$ cat src/rtl/reg_wr_sequencer_pkg.sv
// Shared constants for the register write sequencer.
// Load-select encodings and the arbiter's reset pointer.
package reg_wr_sequencer_pkg;

  localparam logic [1:0] LD_HOLD = 2'b00;
  localparam logic [1:0] LD_SRC1 = 2'b01;
  localparam logic [1:0] LD_SRC2 = 2'b10;
  localparam logic [1:0] LD_SRC3 = 2'b11;

  localparam logic [1:0] LAST_GRANT_RST = LD_SRC3;

endpackage

$ cat src/rtl/wr_slot.sv
// One-entry write slot: parks a single request until granted.
// A grant and a new transfer at the same edge keep the slot full.
module wr_slot
  import reg_wr_sequencer_pkg::*;
#(
  parameter int N = 32
) (
  input  logic         clk,
  input  logic         rst,
  input  logic         valid,
  input  logic [N-1:0] wr_data,
  input  logic         grant,
  output logic         ready,
  output logic         full,
  output logic [N-1:0] slot_data
);

  logic         full_q;
  logic [N-1:0] buf_q;

  assign ready     = !rst && (!full_q || grant);
  assign full      = full_q;
  assign slot_data = buf_q;

  // Capture on handshake; release the slot when it is granted.
  always_ff @(posedge clk or posedge rst) begin
    if (rst) begin
      full_q <= 1'b0;
      buf_q  <= '0;
    end else if (valid && ready) begin
      full_q <= 1'b1;
      buf_q  <= wr_data;
    end else if (grant) begin
      full_q <= 1'b0;
    end
  end

endmodule

$ cat src/rtl/reg_wr_sequencer.sv
// Three-source write driver for a load-select register.
// Round-robin over one-entry slots, one load per cycle.
module reg_wr_sequencer
  import reg_wr_sequencer_pkg::*;
#(
  parameter int N = 32
) (
  input  logic         clk,
  input  logic         rst,
  input  logic         src1_valid_i,
  input  logic [N-1:0] src1_data_i,
  output logic         src1_ready_o,
  input  logic         src2_valid_i,
  input  logic [N-1:0] src2_data_i,
  output logic         src2_ready_o,
  input  logic         src3_valid_i,
  input  logic [N-1:0] src3_data_i,
  output logic         src3_ready_o,
  input  logic         stall_i,
  output logic [1:0]   ld_o,
  output logic [N-1:0] data1_o,
  output logic [N-1:0] data2_o,
  output logic [N-1:0] data3_o,
  output logic         busy_o
);

  logic [2:0]   valid;
  logic [2:0]   full;
  logic [2:0]   grant;
  logic [2:0]   ready;
  logic [N-1:0] wr_data [3];
  logic [N-1:0] slot_data [3];
  logic [1:0]   last_grant;
  logic [1:0]   ld;

  assign valid = {src3_valid_i, src2_valid_i, src1_valid_i};

  assign wr_data[0] = src1_data_i;
  assign wr_data[1] = src2_data_i;
  assign wr_data[2] = src3_data_i;

  for (genvar k = 0; k < 3; k++) begin : g_slot
    wr_slot #(
      .N(N)
    ) u_slot (
      .clk      (clk),
      .rst      (rst),
      .valid    (valid[k]),
      .wr_data  (wr_data[k]),
      .grant    (grant[k]),
      .ready    (ready[k]),
      .full     (full[k]),
      .slot_data(slot_data[k])
    );
  end

  // Pick the first full slot after the last one served.
  always_comb begin
    ld = LD_HOLD;
    if (!stall_i && |full) begin
      unique case (last_grant)
        LD_SRC1:
          ld = full[1] ? LD_SRC2 :
               full[2] ? LD_SRC3 : LD_SRC1;
        LD_SRC2:
          ld = full[2] ? LD_SRC3 :
               full[0] ? LD_SRC1 : LD_SRC2;
        default:
          ld = full[0] ? LD_SRC1 :
               full[1] ? LD_SRC2 : LD_SRC3;
      endcase
    end
  end

  // Decode the load select into per-slot grants.
  always_comb begin
    grant = 3'b000;
    unique case (1'b1)
      (ld == LD_SRC1): grant[0] = 1'b1;
      (ld == LD_SRC2): grant[1] = 1'b1;
      (ld == LD_SRC3): grant[2] = 1'b1;
      default:         grant    = 3'b000;
    endcase
  end

  // Remember who was served; frozen when nothing loads.
  always_ff @(posedge clk or posedge rst) begin
    if (rst) begin
      last_grant <= LAST_GRANT_RST;
    end else if (ld != LD_HOLD) begin
      last_grant <= ld;
    end
  end

  assign ld_o         = ld;
  assign src1_ready_o = ready[0];
  assign src2_ready_o = ready[1];
  assign src3_ready_o = ready[2];
  assign data1_o      = slot_data[0];
  assign data2_o      = slot_data[1];
  assign data3_o      = slot_data[2];
  assign busy_o       = |full;

endmodule

$ cat config.mk
export PLATFORM = sky130hd
export DESIGN_NAME = reg_wr_sequencer
export DESIGN_NICKNAME = d
export VERILOG_FILES = /design/src/rtl/reg_wr_sequencer_pkg.sv /design/src/rtl/wr_slot.sv /design/src/rtl/reg_wr_sequencer.sv
export SDC_FILE = /design/constraint.sdc
export NUM_CORES = 1
export LEC_CHECK = 0
export ABC_CLOCK_PERIOD_IN_PS = 5050
export CELL_PAD_IN_SITES_DETAIL_PLACEMENT = 1
export CELL_PAD_IN_SITES_GLOBAL_PLACEMENT = 1
export CORE_MARGIN = 2
export CORE_UTILIZATION = 33
export CTS_CLUSTER_DIAMETER = 40
export DETAILED_ROUTE_END_ITERATION = 6
export GPL_ROUTABILITY_DRIVEN = 0
export PLACE_DENSITY = 0.78
export SLEW_MARGIN = 10
export SYNTH_ARGS = -nofsm -noshare
export SYNTH_HDL_FRONTEND = slang
export SYNTH_SLANG_ARGS = --single-unit
$ cat constraint.sdc
create_clock -name clk -period 5.05 [get_ports clk]
set_clock_uncertainty 0.2 [all_clocks]
set_input_delay 1.01 -clock clk [delete_from_list [all_inputs] [get_ports clk]]
set_output_delay 1.01 -clock clk [all_outputs]
set_load 0.01 [all_outputs]
==> key figures <==
Synth
  • Synth Area in Compound Gates: 0.2011
  • Main flop type after synthesis: dfrtp_1
  • Mapped cell area: 5464 um2
  • Avg Synthesized Cell Area: 9.899 um2
  • Synthesized Nets: 656
  • Post-Synth XOR/XNOR Area: 0
  • Ys async rst share: 1.000
  • Number of synthesized flops with an enable pin: 0
  • Simple-gate area share of the yosys netlist: 0.2093
  • Seq/Total Area, Yosys: 0.4630
  • Mux cell area share after synthesis: 0.06595
  • Largest family of logic cells by synthesized area: simple AND/OR/NAND/NOR gates
  • Synthesized flop and latch total: 101
  • Post-synthesis cell count: 552
  • Synthesized-area fraction occupied by adder cells: 0.004580
  • Yosys cell types: 37
  • Yosys warning count: 0

Clock tree
  • Post-CTS Setup Repair Bufs: 0
  • Root Buffer: clkbuf_16
  • Number of H-tree levels: 3
  • Clock Tree Buf Depth: 2
  • CTS tree: built
  • CTS sink count: 101
  • Hold_buf cts: 0
  • Clock transition at path regs: 0.08 ns
  • CTS resizes: 0
  • Cts bufs inserted: 9
  • Worst-Skew Late Latency: 0.35 ns

Die
  • Starting density of the core: 0.3330
  • Die height: 132.7 um
  • Total core area: 16410 um2
  • I/O pin cnt: 204
  • Die width: 132.7 um
  • DIE AREA: 17600 um2
  • # rows: 47

Routing
  • M1 WL: 7.839 mm
  • Routed Antenna Nets: 0
  • # DRC: 0
  • Routed WL: 18.47 mm
  • DR WL met2: 9.215 mm
  • DRT iter0 DRCs: 246
  • DR top layer: met4
  • Vias: 5090
  • Routed met3 length: 1.027 mm
  • Pre-Repair DR Iteration Count: 4
  • Vias/cell: 5.352
  • Wire length per cell: 19.42 um

Pwr
  • Max VDD drop: 0.3993 mV
  • PwrDens: 654.2 nW/um2
  • Leakage power total: 3.252 nW

Final layout
  • Most common cell after layout, fill and taps aside: clkdlybuf4s50_1
  • Antenna cells: 0
  • Share of layout cells above drive strength 1: 0.1792
  • Final #Nets: 830
  • Commonest cells after routing, fill and taps aside: clkdlybuf4s50_1, nand2_1, dfrtp_1
  • Filler cell count: 1780
  • Area grow syn2layout: 45.23%
  • Multi-input gate area: 2659 um2
  • Final Instance Count excl. Fillers: 951
  • Register area: 2530 um2

Worst setup path
  • CP arrival: 3.40 ns
  • Crit-path max FO: 38
  • Crit end category: output pin
  • Crit start category: flip-flop
  • Critical path data required time: 3.84 ns
  • Critical path type: flip-flop to output pin

Timing
  • Final hold viol count: 0
  • Fin crit share: 0.9126
  • Slew @ Worst Pin: 1.176 ns
  • Max Clk Rate: 0.2170 GHz
  • Min Tclk post-route: 4.608 ns
  • Final-report setup violation count: 0
  • Post-Route Setup TNS: 0 ns
  • RSZ-0062 raised after global routing: false
  • Worst slew margin: 0.2126
  • Slew Viols, Final: 0

Hold path
  • Hold WC Path Type: flip-flop to flip-flop

Global routing
  • Number of global-route vias before repair: 5407
  • Grt ovf: 0
  • Initial antenna violation count: 1
  • Total GRT Usage: 0.2083
  • First-pass GRT wire length: 29.42 mm
  • Pin count of the biggest net entering global routing: 65

Outcome
  • Outcome: completed

Placement
  • DP HPWL: 12.77 mm
  • Cells after DPL: 935
  • I/O Buffers: 203

Job
  • Max Cap Viol: 0
[synthesized netlist by cell type, types with 4 or more instances]
cell type,n,area [um2]
buf_6,8,90.09
o221a_2,32,360.4
nand2_1,160,600.6
buf_4,4,30.03
dfrtp_1,99,2477
nand4_1,32,200.2
and2_1,33,206.5
nand2b_1,4,25.02
inv_1,6,22.52
clkbuf_1,31,116.4
nor2_1,6,22.52
mux2_2,27,304.0
mux2_1,5,56.30
buf_2,8,40.04
o22ai_2,29,362.9
o211ai_1,32,240.2
[final cells by class]
cell class / count / area share
Tap cell: 220 / 0.03469
Multi-Input combinational cell: 392 / 0.3351
Clock buffer: 9 / 0.02838
Clock inverter: 7 / 0.01151
Sequential cell: 101 / 0.3188
Timing Repair Buffer: 216 / 0.2684
Inverter: 6 / 0.003154
[cells by family after synthesis]
| logic type | count (synthesis) |
|---|---|
| and+or+nand+nor | 247 |
| AOI/OAI and AO/OA | 111 |
| muxes | 32 |
| buffers and inverters | 59 |
| DFF | 101 |
| adders and majority gates | 2 |
[worst paths after layout]
kind                                          startpoint                        endpoint  slack [ns]  cells after the start
max                                        last_grant[0]                    src3_ready_o        0.44                      6
min                        g_slot[2].u_slot.slot_data[5]   g_slot[2].u_slot.slot_data[5]        0.30                      1
max reg2reg                                last_grant[0]  g_slot[2].u_slot.slot_data[11]        1.51                      5
min reg2reg                g_slot[2].u_slot.slot_data[5]   g_slot[2].u_slot.slot_data[5]        0.30                      1
max in group asynchronous                            rst  g_slot[1].u_slot.slot_data[26]        2.53                      3
min in group asynchronous                            rst  g_slot[0].u_slot.slot_data[16]        1.26                      2
[critical path, cell delays in order (launching register included)]
cell and delay (ns):
dfstp_2 0.53, inv_1 0.05, ha_1 0.42, o211ai_4 0.97, nand3_1 0.24, a21oi_1 0.21, clkdlybuf4s50_1 0.61
[per-stage QoR]
step	utilization	cell area (um2)	hold WS [ns]	power [mW]	setup WS (ns)
floorplan	-	5464	0.2915	3.214	1.177
global placement	0.4642	7616	0.2784	4.316	0.8835
detailed placement	0.4642	7616	0.2923	4.464	0.8235
CTS	0.4835	7933	0.3107	5.233	0.4162
global route	0.4836	7935	0.3146	5.517	0.2485
finish	0.4836	7935	0.3047	5.191	0.4416
[sequential cells by signal, summed over array words and instances, names as in the netlist]
register,flops
g_slot.u_slot.full,3
g_slot.u_slot.slot_data,96
last_grant,2
[per-layer routing]
metal / vias to the layer above / global-route usage
met5: - / 0
met4: 0 / 0.07407
met3: 26 / 0.05134
met2: 158 / 0.3581
met1: 2594 / 0.2542
li1: 2312 / -
[power breakdown]
part           switching, mW  total, mW  leakage (nW)  internal, mW
Combinational           1.55       2.97          1.96          1.42
Clock                  0.351      0.750         0.152         0.398
Sequential             0.265       1.47          1.14          1.21
No activity file was read; power rests on OpenSTA's default activity.
==> variant 1, RTL diff (same flow settings) <==
`N` is set to 32 in 2 places; all go to 16.
--- a/src/rtl/wr_slot.sv
+++ b/src/rtl/wr_slot.sv
@@ -5,3 +5,3 @@
 #(
-  parameter int N = 32
+  parameter int N = 16
 ) (
--- a/src/rtl/reg_wr_sequencer.sv
+++ b/src/rtl/reg_wr_sequencer.sv
@@ -5,3 +5,3 @@
 #(
-  parameter int N = 32
+  parameter int N = 16
 ) (
Ports: changed (6 resized); port bits go from 204 to 108. The function was not compared with the original's and may differ.
==> variant 1 against the original RTL <==
Die area shrank 57%. Sequential cell count decreased by 48. First-iteration DRC count down 92%. Design area fell by 56%. Routed wire length shrank 71%. Power fell by 59%. Maximum frequency is 12% higher. Setup slack improved by 0.48 ns. Largest cell class is now sequential cells. Synthesized area is 59% lower. Global-route usage is 5.7 points lower.
==> variant 1: results (changes against the original RTL) <==
- The detailed-placement wirelength estimate is 4120 µm (-68%).
- The placed instance area is 3390 µm² (-56%).
- The fraction of layout cells with a size suffix above 1 is 24.6% (+6.7 points).
- The worst setup timing slack at the placement stage was 1.18 ns (+0.361 ns).
- The total detailed-routing wirelength is 5340 µm (-71%).
- The cell count after placement is 336 (-64%).
- The H-tree depth reported by CTS is 2 (-1).
- The worst slew slack as a fraction of its limit is 39.8% (+19 points).
- The clock latency at the later pin of the worst-skew pair is 0.30 ns (-0.05 ns).
- The number of global-route vias before repair is 1785 (-67%).
- Sorting the synthesized cells by area gives the leading types as sky130_fd_sc_hd__dfrtp_1 (57%), sky130_fd_sc_hd__mux2_2 (19%), sky130_fd_sc_hd__mux2_4 (6.7%).
- The sequential fraction of the synthesis area is 59.1% (+13 points).
- The DRC marker count from the first detailed-route iteration is 19 (-92%).
- The largest net degree at the start of global routing is 36 (-45%).
- The slowest stage of the critical path is the sky130_fd_sc_hd__dfstp_2 cell.
- The number of buffers inserted by port buffering is 107 (-47%).
- The layout filler cell count is 695 (-61%).
- The critical path data arrival time is 2.91 ns (-0.49 ns).
- The total leakage power came to 1.49 nW (-54%).
- The global-route wire length before repair is 8780 µm (-70%).
- The average wire length per cell after detail routing came to 15.5 µm (-20%).
- The number of flip-flops under the largest register name came to 48 (-50%).
- The flow ran to the end, and the final reports show no timing, DRC or antenna violations.
- The net count of the mapped netlist is 208 (-68%).
- The root buffer cell is sky130_fd_sc_hd__clkbuf_8.
- The total number of vias is 1651 (-68%).
- The distinct cell type count of the synthesized netlist came to 31 (-16%).
- The worst ir drop on vdd is 244 µV (-39%).
- The number of buffers created by CTS is 5 (-4).
==> variant 1: cell count changes in the layout (fill, tap and decap cells not counted), moves of 29 or more <==
| cell | change |
|---|---|
| sky130_fd_sc_hd__dfrtp_1 | -48 |
| sky130_fd_sc_hd__and2_1 | -31 |
| sky130_fd_sc_hd__nand4_1 | -32 |
| sky130_fd_sc_hd__o22ai_2 | -29 |
| sky130_fd_sc_hd__o211ai_1 | -31 |
| sky130_fd_sc_hd__nand2_1 | -156 |
| sky130_fd_sc_hd__o221a_2 | -32 |
| sky130_fd_sc_hd__clkdlybuf4s50_1 | -96 |
==> variant 1: path summary, 6_finish.rpt <==
check | end | cells after the start | from | slack [ns]
worst max-delay path | src1_ready_o | 7 | last_grant[0]$_DFFE_PP1P_ | 0.93
worst min-delay path | g_slot[2].u_slot.slot_data[14]$_DFFE_PP0P_ | 1 | g_slot[2].u_slot.slot_data[14]$_DFFE_PP0P_ | 0.31
worst max register to register | g_slot[2].u_slot.slot_data[9]$_DFFE_PP0P_ | 6 | last_grant[0]$_DFFE_PP1P_ | 1.85
worst min register to register | g_slot[2].u_slot.slot_data[14]$_DFFE_PP0P_ | 1 | g_slot[2].u_slot.slot_data[14]$_DFFE_PP0P_ | 0.31
max in group asynchronous | g_slot[2].u_slot.slot_data[12]$_DFFE_PP0P_ | 3 | rst | 2.93
min in group asynchronous | g_slot[1].u_slot.slot_data[3]$_DFFE_PP0P_ | 2 | rst | 0.92
==> variant 1: layout make-up <==
class	count	area share, %
multi-input combinational	87	24.3
clock inverter	3	0.648
timing repair buffer	109	31.2
inverter	7	0.756
sequential	53	38.2
tap	80	2.88
clock buffer	5	1.98
==> variant 1: critical path, delay by kind of cell (launching register included) <==
| kind | cells | cell delay (ns) |
|---|---|---|
| compound gates | 2 | 0.68 |
| flops | 1 | 0.56 |
| buf+inv | 2 | 0.51 |
| simple gates | 2 | 0.43 |
| fa+ha+maj | 1 | 0.42 |
==> variant 1: kinds of logic (layout without fill, tap and decap cells) <==
family	Yosys count	after routing	share of synthesized area, %
flops	53	53	59.1
mux	48	48	25.7
simple gates	21	21	5.45
compound gates	16	16	5.28
buf+inv	12	124	3.39
fa+ha+maj	2	2	1.11
==> variant 1: routing by layer <==
layer	routed length, µm	up-vias	track usage [%]
li1	-	750	-
met1	2310	824	19.8
met2	2500	72	23.7
met3	487	5	5.81
met4	50	0	4.26
met5	0	-	0
==> variant 1: power by group through the flow <==
stage          combinational, mW  sequential, mW  clock, mW
3_5_place_dp                1.15           0.771          0
2_1_floorplan              0.504           0.851          0
6_report                    1.14           0.759      0.239
4_1_cts                     1.16           0.764      0.254
5_1_grt                     1.23           0.793      0.273
3_3_place_gp                1.13           0.757          0
==> variant 2, RTL diff (same settings) <==
Without the edit above. Reset style: synchronous (`rst`), changed in 2 clocked blocks.
--- a/src/rtl/wr_slot.sv
+++ b/src/rtl/wr_slot.sv
@@ -25,3 +25,3 @@
   // Capture on handshake; release the slot when it is granted.
-  always_ff @(posedge clk or posedge rst) begin
+  always_ff @(posedge clk) begin
     if (rst) begin
--- a/src/rtl/reg_wr_sequencer.sv
+++ b/src/rtl/reg_wr_sequencer.sv
@@ -86,3 +86,3 @@
   // Remember who was served; frozen when nothing loads.
-  always_ff @(posedge clk or posedge rst) begin
+  always_ff @(posedge clk) begin
     if (rst) begin
Check against the original RTL: differs if rst is asserted again (counterexample within 4 cycles, from zero or initial values and one cycle with rst high); with rst held inactive, the same outputs for 10 cycles.
==> variant 2 against the original RTL <==
Design area rose by 22%. Sequential share of layout area fell by 11 points. Sequential cell count did not move. Setup slack improved by 0.33 ns. Power fell by 46%. Routed wire length rose by 41%. Clock power fell by 1%. Hold slack got worse by 0.0017 ns. Synthesized area rose by 34%. Critical endpoint unchanged. Largest power group unchanged. Highest routed layer unchanged.
==> variant 2: results (changes against the original RTL) <==
- The flow ran to the end, and the final reports show no timing, DRC or antenna violations.
- The worst hold path begins at last_grant[1]$_SDFFE_PP1P_.
- The layout filler cell count is 2604 (+46%).
- The highest net fanout along the worst path is 59 (+55%).
- The distinct cell type count of the synthesized netlist is 34 (-8.1%).
- The total of cells resized after clock tree synthesis came to 0 (unchanged).
- For this run, the leading register cell type out of synthesis is sky130_fd_sc_hd__dfxtp_1.
- The path with the worst hold slack has its endpoint at last_grant[1]$_SDFFE_PP1P_.
- The sequential fraction of the synthesis area is 27.5% (-19 points).
- The total routing usage reported by global routing is 21.7% (+0.89 points).
- The reg-to-reg critical path endpoint is g_slot[1].u_slot.slot_data[5]$_SDFFE_PP0P_.
- The total leakage power came to 3.45 nW (+6.1%).
- The worst ir drop on vdd was 189 µV (-53%).
- The total detailed-routing wirelength came to 26100 µm (+41%).
- The detailed-router iteration count before antenna repair is 5 (+1).
- The worst-case register-to-register setup slack came to 2.02 ns (+0.51 ns).
- The worst setup timing slack at the placement stage is 0.847 ns (+0.0235 ns).
- The net count of the mapped netlist came to 1074 (+64%).
- The global-route wire length before repair was 42900 µm (+46%).
- The largest net degree at the start of global routing is 98 (+51%).
- In this run the critical register-to-register path is launched from last_grant[0]$_SDFFE_PP1P_.
- The wire length on met2 is 12100 µm (+32%).
- The actual transition at the worst max-transition pin is 1.11 ns (-0.0655 ns).
- The number of global-route vias before repair is 8020 (+48%).
- The number of antenna violations at the first check in global routing came to 0 (-1).
- In the post-synthesis netlist, the biggest area contributors are sky130_fd_sc_hd__dfxtp_1 (28%), sky130_fd_sc_hd__nor3b_1 (13%), sky130_fd_sc_hd__nand3_1 (11%).
- The number of flip-flops under the largest register name came to 96 (unchanged).
- The final worst hold slack is 0.303 ns (-0.00170 ns).
- The internal power component is 1.79 mW (-41%).
- The post-CTS setup-driven buffer insertion count is 0 (unchanged).
- The fraction of layout cells with a size suffix above 1 is 4.34% (-14 points).
- The met1 wire length is 12100 µm (+54%).
- The routed length on met3 came to 1470 µm (+43%).
- The detailed-placement wirelength estimate is 15900 µm (+24%).
- The async set-reset flop share out of synthesis came to 0% (-100 points).
- The via density per instance came to 5.88 (+9.8%).
- The cell depth of the worst hold path is 1 (unchanged).
- The path depth of the worst reg2reg path is 7 (+2).
- The total number of nets in the final design was 1182 (+42%).
- The DRC marker count from the first detailed-route iteration came to 407 (+65%).
- By count the netlist is led by sky130_fd_sc_hd__nand3_1 (160), sky130_fd_sc_hd__nor3b_1 (128), sky130_fd_sc_hd__clkbuf_1 (110).
-- variant 2: cell type report --
cell class	instances	area share [%]
flip-flops and latches	101	20.9
repair buffers	221	22.4
clock buffers	10	2.46
multi-input cells	739	49.7
clock inverters	6	0.645
well taps	280	3.61
inverters	6	0.232
-- variant 2: worst max-delay path by stage --
stage                              end  slack, ns  cells past startpoint
final                     src3_ready_o       0.77                      7
after global routing      src3_ready_o       0.55                      7
after CTS                 src3_ready_o       0.74                      7
after detailed placement  src1_ready_o       0.85                      7
after global placement    src1_ready_o       0.87                      7
after floorplan           src1_ready_o       1.91                      4
-- variant 2: worst max-delay path: stages, from the launching register on --
cell                              delay (ns)
sky130_fd_sc_hd__dfxtp_1                0.33
sky130_fd_sc_hd__inv_1                  0.06
sky130_fd_sc_hd__ha_1                   0.38
sky130_fd_sc_hd__o21bai_1               0.24
sky130_fd_sc_hd__o211a_4                0.70
sky130_fd_sc_hd__o21ai_0                0.24
sky130_fd_sc_hd__nor2b_1                0.21
sky130_fd_sc_hd__clkdlybuf4s50_1        0.53
-- variant 2: cell families (layout without fill, tap and decap cells) --
| family | count (synthesis) | in the layout | synth area share, % |
|---|---|---|---|
| adders and majority gates | 2 | 2 | 0.341 |
| and+or+nand+nor | 595 | 595 | 50.5 |
| buffers and inverters | 130 | 243 | 7.12 |
| DFF | 101 | 101 | 27.5 |
| AOI/OAI and AO/OA | 142 | 142 | 14.5 |
-- variant 2: metrics by stage --
stage	std cells	area, µm²
final	1363	9710
after global routing	1363	9710
after CTS	1363	9710
after detailed placement	1347	9400
after global placement	1347	9400
after floorplan	970	7340
-- variant 2: power groups by stage --
| stage | Clock (mW) | Combinational, mW | Sequential [mW] |
|---|---|---|---|
| 2_1_floorplan | 0 | 0.542 | 1.04 |
| 3_3_place_gp | 0 | 1.06 | 1.00 |
| 3_5_place_dp | 0 | 1.07 | 1.00 |
| 4_1_cts | 0.767 | 1.08 | 0.988 |
| 5_1_grt | 0.795 | 1.16 | 1.00 |
| 6_report | 0.740 | 1.07 | 0.988 |
-- variant 2: per-layer routing --
metal  vias to the layer above  GRT usage, %
li1                       3858             -
met1                      3908          29.7
met2                       219          34.9
met3                        27          4.39
met4                         0          5.73
met5                         -             0
